<file path="src/rtl/alu_seq_core_if.sv">
// Operand/command/result bundle for alu_seq_core.
// master: the side that supplies operands and consumes results.
// slave:  the alu_seq_core datapath itself.
interface alu_seq_core_if #(
    parameter int unsigned DW = 8,
    parameter int unsigned CW = 4
);
    logic            CE;
    logic            MODE;
    logic [CW-1:0]   CMD;
    logic [1:0]      INP_VALID;
    logic [DW-1:0]   OPA;
    logic [DW-1:0]   OPB;
    logic            CIN;
    logic            BUSY;
    logic            RES_VALID;
    logic [2*DW-1:0] RES;
    logic            COUT;
    logic            OFLOW;
    logic            G;
    logic            E;
    logic            L;
    logic            ERR;

    modport master (
        output CE, MODE, CMD, INP_VALID, OPA, OPB, CIN,
        input  BUSY, RES_VALID, RES, COUT, OFLOW, G, E, L, ERR
    );

    modport slave (
        input  CE, MODE, CMD, INP_VALID, OPA, OPB, CIN,
        output BUSY, RES_VALID, RES, COUT, OFLOW, G, E, L, ERR
    );
endinterface

</file>
<file path="src/rtl/alu_seq_core.sv">
// Sequential ALU: collects two operands (possibly on different cycles),
// executes an arithmetic or logic command and registers the result with a
// one-cycle RES_VALID pulse. A missing operand times out after TIMEOUT waits.
// Optional multiplier (arith commands 9/10, extra MUL cycle) when the macro
// ALU_SEQ_MUL_EN is defined; otherwise those codes are treated as undefined.
module alu_seq_core #(
    parameter int unsigned DW      = 8,
    parameter int unsigned CW      = 4,
    parameter int unsigned TIMEOUT = 16
) (
    input logic           CLK,
    input logic           RST_N,
    alu_seq_core_if.slave bus
);
    localparam int unsigned     LG      = $clog2(DW);
    localparam logic [7:0]      TO_LAST = 8'(TIMEOUT - 1);
    localparam logic [DW-1:0]   ONE     = DW'(1);
    localparam logic [DW:0]     ONE_X   = (DW+1)'(1);

    typedef enum logic [2:0] {IDLE, WAIT_A, WAIT_B, EXEC, MUL, DONE} state_t;

    state_t          state_q, state_d;
    logic [7:0]      cnt_q, cnt_d;
    logic [DW-1:0]   opa_q, opa_d, opb_q, opb_d;
    logic [CW-1:0]   cmd_q, cmd_d;
    logic            mode_q, mode_d, cin_q, cin_d;
    logic [2*DW-1:0] res_q, res_d;
    logic [5:0]      flg_q, flg_d;     // {COUT, OFLOW, G, E, L, ERR}
    logic            vld_q, vld_d;

    logic [2*DW-1:0] alu_res;
    logic [5:0]      alu_flg;
    logic            is_mul;
    logic            complete;

`ifdef ALU_SEQ_MUL_EN
    logic [DW-1:0]   mul_a, mul_b;
    logic [2*DW-1:0] prod;

    // Multiplier operands are truncated to DW bits before the product.
    always_comb begin
        if (cmd_q == CW'(9)) begin
            mul_a = opa_q + ONE;
            mul_b = opb_q + ONE;
        end else begin
            mul_a = opa_q << 1;
            mul_b = opb_q;
        end
        prod = {{DW{1'b0}}, mul_a} * {{DW{1'b0}}, mul_b};
    end

    assign is_mul = mode_q && ((cmd_q == CW'(9)) || (cmd_q == CW'(10)));
`else
    assign is_mul = 1'b0;
`endif

    // Single-cycle datapath on the captured operands.
    always_comb begin
        logic [DW:0]    a_x, b_x, c_x, ext;
        logic [DW-1:0]  lres;
        logic [LG-1:0]  sh;
        logic           cout, ofl, g, e, l, err;
        a_x  = {1'b0, opa_q};
        b_x  = {1'b0, opb_q};
        c_x  = {{DW{1'b0}}, cin_q};
        sh   = opb_q[LG-1:0];
        ext  = '0;
        lres = '0;
        cout = 1'b0;
        ofl  = 1'b0;
        g    = 1'b0;
        e    = 1'b0;
        l    = 1'b0;
        err  = 1'b0;
        if (mode_q) begin
            case (cmd_q)
                CW'(0):  begin ext = a_x + b_x;         cout = ext[DW]; end
                CW'(1):  begin ext = a_x - b_x;         ofl  = ext[DW]; end
                CW'(2):  begin ext = a_x + b_x + c_x;   cout = ext[DW]; end
                CW'(3):  begin ext = a_x - b_x - c_x;   ofl  = ext[DW]; end
                CW'(4):  begin ext = a_x + ONE_X;       cout = ext[DW]; end
                CW'(5):  begin ext = a_x - ONE_X;       ofl  = ext[DW]; end
                CW'(6):  begin ext = b_x + ONE_X;       cout = ext[DW]; end
                CW'(7):  begin ext = b_x - ONE_X;       ofl  = ext[DW]; end
                CW'(8):  begin
                    g = opa_q > opb_q;
                    e = opa_q == opb_q;
                    l = opa_q < opb_q;
                end
                default: err = 1'b1;
            endcase
            lres = ext[DW-1:0];
        end else begin
            case (cmd_q)
                CW'(0):  lres = opa_q & opb_q;
                CW'(1):  lres = ~(opa_q & opb_q);
                CW'(2):  lres = opa_q | opb_q;
                CW'(3):  lres = ~(opa_q | opb_q);
                CW'(4):  lres = opa_q ^ opb_q;
                CW'(5):  lres = ~(opa_q ^ opb_q);
                CW'(6):  lres = ~opa_q;
                CW'(7):  lres = ~opb_q;
                CW'(8):  lres = opa_q >> 1;
                CW'(9):  lres = opa_q << 1;
                CW'(10): lres = opb_q >> 1;
                CW'(11): lres = opb_q << 1;
                CW'(12): begin
                    lres = (opa_q << sh) | (opa_q >> (DW - int'(sh)));
                    err  = |opb_q[DW-1:LG+1];
                end
                CW'(13): begin
                    lres = (opa_q >> sh) | (opa_q << (DW - int'(sh)));
                    err  = |opb_q[DW-1:LG+1];
                end
                default: err = 1'b1;
            endcase
        end
        alu_res = {{DW{1'b0}}, lres};
        alu_flg = {cout, ofl, g, e, l, err};
    end

    // Operand collection, wait timeout and result sequencing.
    always_comb begin
        state_d  = state_q;
        cnt_d    = cnt_q;
        opa_d    = opa_q;
        opb_d    = opb_q;
        cmd_d    = cmd_q;
        mode_d   = mode_q;
        cin_d    = cin_q;
        res_d    = res_q;
        flg_d    = flg_q;
        vld_d    = vld_q;
        complete = 1'b0;
        if (bus.CE) begin
            vld_d = 1'b0;
            case (state_q)
                IDLE, WAIT_A, WAIT_B: begin
                    // Completion is whichever operand is still missing; both
                    // valid always completes.
                    case (state_q)
                        WAIT_B:  complete = bus.INP_VALID[1];
                        WAIT_A:  complete = bus.INP_VALID[0];
                        default: complete = &bus.INP_VALID;
                    endcase
                    if (bus.INP_VALID[0]) opa_d = bus.OPA;
                    if (bus.INP_VALID[1]) opb_d = bus.OPB;
                    if (|bus.INP_VALID) begin
                        cmd_d  = bus.CMD;
                        mode_d = bus.MODE;
                        cnt_d  = '0;
                    end
                    if (complete) begin
                        cin_d   = bus.CIN;
                        state_d = EXEC;
                    end else if (bus.INP_VALID == 2'b01) begin
                        state_d = WAIT_B;
                    end else if (bus.INP_VALID == 2'b10) begin
                        state_d = WAIT_A;
                    end else if (state_q != IDLE) begin
                        if (cnt_q == TO_LAST) begin
                            res_d   = '0;
                            flg_d   = 6'b000001;
                            vld_d   = 1'b1;
                            cnt_d   = '0;
                            state_d = IDLE;
                        end else begin
                            cnt_d = cnt_q + 8'd1;
                        end
                    end
                end
                EXEC: begin
                    if (is_mul) begin
                        state_d = MUL;
                    end else begin
                        res_d   = alu_res;
                        flg_d   = alu_flg;
                        vld_d   = 1'b1;
                        state_d = IDLE;
                    end
                end
`ifdef ALU_SEQ_MUL_EN
                MUL: begin
                    res_d   = prod;
                    flg_d   = '0;
                    vld_d   = 1'b1;
                    state_d = IDLE;
                end
`endif
                default: state_d = IDLE;
            endcase
        end
    end

    // State registers; CE gating lives in the next-state logic.
    always_ff @(posedge CLK or negedge RST_N) begin
        if (!RST_N) begin
            state_q <= IDLE;
            cnt_q   <= '0;
            opa_q   <= '0;
            opb_q   <= '0;
            cmd_q   <= '0;
            mode_q  <= 1'b0;
            cin_q   <= 1'b0;
            res_q   <= '0;
            flg_q   <= '0;
            vld_q   <= 1'b0;
        end else begin
            state_q <= state_d;
            cnt_q   <= cnt_d;
            opa_q   <= opa_d;
            opb_q   <= opb_d;
            cmd_q   <= cmd_d;
            mode_q  <= mode_d;
            cin_q   <= cin_d;
            res_q   <= res_d;
            flg_q   <= flg_d;
            vld_q   <= vld_d;
        end
    end

    assign bus.BUSY      = (state_q == EXEC) || (state_q == MUL);
    assign bus.RES_VALID = vld_q;
    assign bus.RES       = res_q;
    assign {bus.COUT, bus.OFLOW, bus.G, bus.E, bus.L, bus.ERR} = flg_q;
endmodule

</file>
<file path="src/flat_wrapper.sv">
// flat-port wrapper written by rule: the top's interface ports become plain ports
module alu_seq_core_flat 
#(
    parameter int unsigned DW      = 8,
    parameter int unsigned CW      = 4,
    parameter int unsigned TIMEOUT = 16
)
  (CLK, RST_N, bus_CE, bus_MODE, bus_CMD, bus_INP_VALID, bus_OPA, bus_OPB, bus_CIN, bus_BUSY, bus_RES_VALID, bus_RES, bus_COUT, bus_OFLOW, bus_G, bus_E, bus_L, bus_ERR);
  alu_seq_core_if #(.DW(DW), .CW(CW)) bus_i ();
  input logic CLK;
  input logic RST_N;
  input wire logic [$bits(bus_i.CE)-1:0] bus_CE;
  input wire logic [$bits(bus_i.MODE)-1:0] bus_MODE;
  input wire logic [$bits(bus_i.CMD)-1:0] bus_CMD;
  input wire logic [$bits(bus_i.INP_VALID)-1:0] bus_INP_VALID;
  input wire logic [$bits(bus_i.OPA)-1:0] bus_OPA;
  input wire logic [$bits(bus_i.OPB)-1:0] bus_OPB;
  input wire logic [$bits(bus_i.CIN)-1:0] bus_CIN;
  output wire logic [$bits(bus_i.BUSY)-1:0] bus_BUSY;
  output wire logic [$bits(bus_i.RES_VALID)-1:0] bus_RES_VALID;
  output wire logic [$bits(bus_i.RES)-1:0] bus_RES;
  output wire logic [$bits(bus_i.COUT)-1:0] bus_COUT;
  output wire logic [$bits(bus_i.OFLOW)-1:0] bus_OFLOW;
  output wire logic [$bits(bus_i.G)-1:0] bus_G;
  output wire logic [$bits(bus_i.E)-1:0] bus_E;
  output wire logic [$bits(bus_i.L)-1:0] bus_L;
  output wire logic [$bits(bus_i.ERR)-1:0] bus_ERR;
  assign bus_i.CE = bus_CE;
  assign bus_i.MODE = bus_MODE;
  assign bus_i.CMD = bus_CMD;
  assign bus_i.INP_VALID = bus_INP_VALID;
  assign bus_i.OPA = bus_OPA;
  assign bus_i.OPB = bus_OPB;
  assign bus_i.CIN = bus_CIN;
  assign bus_BUSY = bus_i.BUSY;
  assign bus_RES_VALID = bus_i.RES_VALID;
  assign bus_RES = bus_i.RES;
  assign bus_COUT = bus_i.COUT;
  assign bus_OFLOW = bus_i.OFLOW;
  assign bus_G = bus_i.G;
  assign bus_E = bus_i.E;
  assign bus_L = bus_i.L;
  assign bus_ERR = bus_i.ERR;
  alu_seq_core #(.DW(DW), .CW(CW), .TIMEOUT(TIMEOUT)) u_core (.CLK(CLK), .RST_N(RST_N), .bus(bus_i));
endmodule
</file>
<file path="config.mk">
export PLATFORM = sky130hd
export DESIGN_NAME = alu_seq_core_flat
export DESIGN_NICKNAME = d
export VERILOG_FILES = /design/src/rtl/alu_seq_core_if.sv /design/src/rtl/alu_seq_core.sv /design/src/flat_wrapper.sv
export SDC_FILE = /design/constraint.sdc
export NUM_CORES = 1
export LEC_CHECK = 0
export BUFFER_PORTS_ARGS = -buffer_cell sky130_fd_sc_hd__buf_2
export CORE_MARGIN = 2
export CORE_UTILIZATION = 40
export CTS_CLUSTER_DIAMETER = 80
export DETAILED_ROUTE_END_ITERATION = 7
export SLEW_MARGIN = 20
export SYNTH_ARGS = -nofsm -noshare
export SYNTH_HDL_FRONTEND = slang
export SYNTH_SLANG_ARGS = --single-unit
</file>
<file path="constraint.sdc">
create_clock -name CLK -period 8.1 [get_ports CLK]
set_input_delay 0.81 -clock CLK [delete_from_list [all_inputs] [get_ports CLK]]
set_output_delay 0.81 -clock CLK [all_outputs]
set_load 0.02 [all_outputs]
</file>
==> results.json <==
{
  "antenna_found_initial": 0,
  "cts.repair.resized": 0,
  "cap_violations": 0,
  "vias": 6431,
  "dieArea_mm2": 0.01686,
  "initialDrtViolationCount": 758,
  "r2r_start": "u_core.opa_q[2]$_DFFE_PN0P_",
  "crit_path_start": "u_core.opa_q[2]$_DFFE_PN0P_",
  "crit_required_ns": 8.28,
  "layout_setup_ws_ns": 4.465,
  "placed_area_mm2": 0.006586,
  "grt_usage_pct": 25.96,
  "intPower_mw": 1.171,
  "routed_wirelength_um": 21790,
  "die_x_um": 129.9,
  "synth-warning-count": 0,
  "swShare_pct": 55.26,
  "status": "complete, no violations",
  "cts_sinks": 47,
  "reg2regPathDepth": 9,
  "antenna_left": 0,
  "ir_drop_mv": 0.2030,
  "post_synth_num_cell_types": 83,
  "drive_gt1_share_pct": 14.11,
  "ys_seq_area_share_pct": 18.56,
  "clk_path_buf_depth": 2,
  "io-pin-count": 51,
  "slowest_delay_ns": 0.81,
  "synth_area_mm2": 0.006336,
  "grt_pass1_vias": 5697,
  "leakage_nw": 2.722,
  "hp-class": "flop to flop",
  "dr.pass1.iters": 5,
  "wire_per_inst_um": 21.28,
  "crit_buf_inv": 1,
  "holdWs_ns": 0.4607,
  "rsz0062_at_grt": "no",
  "fin_nets": 882,
  "slew_headroom_pct": 31.96,
  "r2r_slack_ns": 4.46,
  "diodes": 0,
  "slowest_stage": "dfrtp_1",
  "cts_tree": "done",
  "path_depth": 9,
  "seq_area_mm2": 0.001176,
  "total_power_mw": 2.616,
  "port_buffers": 42,
  "cp-start-kind": "flop",
  "timing.rr.end": "u_core.bus.RES[7]$_DFFE_PN0P_",
  "drc": 0,
  "finalInstanceArea_mm2": 0.006735,
  "pwr-share-comb_pct": 74.3,
  "start_util_pct": 40.47,
  "cts-root-buf": "clkbuf_16",
  "placeableCoreArea_mm2": 0.01566,
  "async_flop_share_pct": 100.0,
  "fin_crit_ns": 3.635,
  "post-cts-setup-buffer-count": 0,
  "p_per_area_mw_per_mm2": 388.5,
  "period_share_pct": 44.88,
  "slew_violations": 0,
  "vias_per_cell": 6.280,
  "clkTransAtPathRegs_ns": 0.08,
  "synth_cells": 808,
  "cts_hold_buffers": 0,
  "end_kind": "flop",
  "setup_violations": 0,
  "worst_pin_slew_ns": 1.012,
  "cp_max_fo": 19,
  "fmax_mhz": 275.1,
  "worstSkewPairLatency_ns": 0.31,
  "grt_first_pass_wirelength_um": 33730,
  "synth_edf_count": 0,
  "seqPwrFrac_pct": 17.2,
  "htree_levels": 2,
  "ys_ff_latch": 47,
  "crit_chain": "inv_1 -> ha_1 -> nor2b_1 -> a211oi_1 -> o311ai_1 -> a21bo_2 -> o211a_1 -> o21ai_0 -> a31oi_1",
  "path_delay_family": "compound AO/OA/AOI/OAI gates",
  "mostFrequentLayoutCells": "78 x nor2_1, 70 x nand2_1, 47 x dfrtp_1",
  "hpwlAfterDp_um": 15920,
  "grt_overflow_total": 0,
  "setup_tns_ns": 0,
  "synth_flop_cell": "dfrtp_1",
  "synthToLayoutAreaGrowth_pct": 6.299,
  "die_h_um": 129.9,
  "multi_input_area_mm2": 0.004725,
  "fill_cells": 1632,
  "rows": 46,
  "cts_made_buffers": 5,
  "critical_path_class": "flop to flop",
  "place_ws_ns": 4.508,
  "finalHoldViolCount": 0,
  "syn_avg_cell_area_um2": 7.842,
  "grt_max_degree": 50,
  "final_common_cell": "nor2_1",
  "netSwitchingPower_mw": 1.446,
  "skew_ns": 0.01179,
  "cp-endpoint": "u_core.bus.RES[7]$_DFFE_PN0P_",
  "gp_congestion": 0.9787,
  "clockPowerShare_pct": 8.4,
  "cp_data_arrival_time_ns": 3.81
}
==> sequential cells by signal (all words and copies together) (netlist names), 2 cells and up <==
register        count
u_core.bus.RES      8
u_core.cnt_q        8
u_core.opa_q        8
u_core.opb_q        8
u_core.flg_q        6
u_core.cmd_q        4
u_core.state_q      2
==> stage by stage <==
stage | util [%] | instances
after floorplan | - | 815
after global placement | 42.07 | 1017
after detailed placement | 42.07 | 1017
after CTS | 42.99 | 1024
after global routing | 43.02 | 1024
final | 43.02 | 1024
==> layer usage <==
layer | track usage, % | vias to the layer above | part of all wire [%]
met5 | 0 | - | 0
met4 | 6.831 | 0 | 2.7
met3 | 3.075 | 44 | 8.4
met2 | 39.67 | 308 | 44
met1 | 38.73 | 3079 | 45
li1 | - | 3000 | -
==> cell usage after synthesis (5+ instances only) <==
| library cell | count | area share, % |
|---|---|---|
| a2111oi_0 | 9 | 1.2 |
| a211oi_1 | 14 | 1.7 |
| a21oi_1 | 38 | 3.0 |
| a221oi_1 | 7 | 0.97 |
| a22o_1 | 5 | 0.69 |
| a22oi_1 | 9 | 1.1 |
| a31oi_1 | 11 | 1.1 |
| a32o_1 | 7 | 1.1 |
| and3_1 | 9 | 0.89 |
| buf_1 | 5 | 0.30 |
| buf_2 | 19 | 1.5 |
| buf_4 | 9 | 1.1 |
| clkbuf_1 | 30 | 1.8 |
| dfrtp_1 | 47 | 19 |
| ha_1 | 45 | 8.9 |
| inv_1 | 29 | 1.7 |
| mux2_2 | 29 | 5.2 |
| mux2i_1 | 21 | 3.3 |
| mux4_2 | 7 | 2.5 |
| nand2_1 | 70 | 4.1 |
| nand2b_1 | 11 | 1.1 |
| nand3_1 | 21 | 1.7 |
| nand4_1 | 10 | 0.99 |
| nor2_1 | 78 | 4.6 |
| nor2b_1 | 8 | 0.79 |
| nor3_1 | 27 | 2.1 |
| nor3b_1 | 7 | 0.83 |
| nor4_1 | 7 | 0.69 |
| o211ai_1 | 12 | 1.4 |
| o21ai_0 | 41 | 3.2 |
| o21ai_1 | 6 | 0.47 |
| o221ai_1 | 6 | 0.83 |
| o22ai_1 | 15 | 1.5 |
| o31ai_1 | 7 | 0.83 |
| or3_1 | 7 | 0.69 |
| xnor2_1 | 27 | 3.7 |
| xor2_1 | 10 | 1.4 |
==> how the worst min path moves through the flow <==
stage / start / to / cells after the start
floorplan: u_core.cnt_q[7]$_DFFE_PN0P_ / u_core.cnt_q[7]$_DFFE_PN0P_ / 1
global placement: u_core.flg_q[3]$_DFFE_PN0P_ / u_core.flg_q[3]$_DFFE_PN0P_ / 2
detailed placement: u_core.flg_q[3]$_DFFE_PN0P_ / u_core.flg_q[3]$_DFFE_PN0P_ / 2
CTS: u_core.flg_q[3]$_DFFE_PN0P_ / u_core.flg_q[3]$_DFFE_PN0P_ / 2
global route: u_core.bus.RES[2]$_DFFE_PN0P_ / u_core.bus.RES[2]$_DFFE_PN0P_ / 2
finish: u_core.flg_q[3]$_DFFE_PN0P_ / u_core.flg_q[3]$_DFFE_PN0P_ / 2
==> area by class of cell <==
type / count / area share (%)
tap: 216 / 4.013
clock buffer: 6 / 2.062
inverter: 34 / 1.895
multi-input combinational: 667 / 70.15
sequential: 47 / 17.46
clock inverter: 1 / 0.07431
timing repair buffer: 53 / 4.347
==> power groups by stage <==
stage	combinational (mW)	sequential, mW	clock, mW
after global placement	1.90	0.449	0
after CTS	1.90	0.445	0.224
after detailed placement	1.90	0.450	0
final	1.95	0.450	0.221
after global routing	2.12	0.463	0.230
after floorplan	1.50	0.396	0
==> worst min-delay path, delay by kind of cell, from the launching register on <==
kind             cells  cell delay [ns]
AND/OR/NAND/NOR      2             0.10
flip-flops           1             0.34
==> logic make-up (layout without fill, tap and decap cells) <==
logic type	after synthesis	count (layout)	share of synthesized area, %
compound gates	239	239	26.38
mux	57	57	10.96
simple gates	276	276	21.27
other cells	1	8	0.05918
flops	47	47	18.56
buf+inv	101	94	7.366
xor+xnor	40	40	5.885
fa+ha+maj	47	47	9.518
Note: power is estimated with default switching activity, not from simulation.
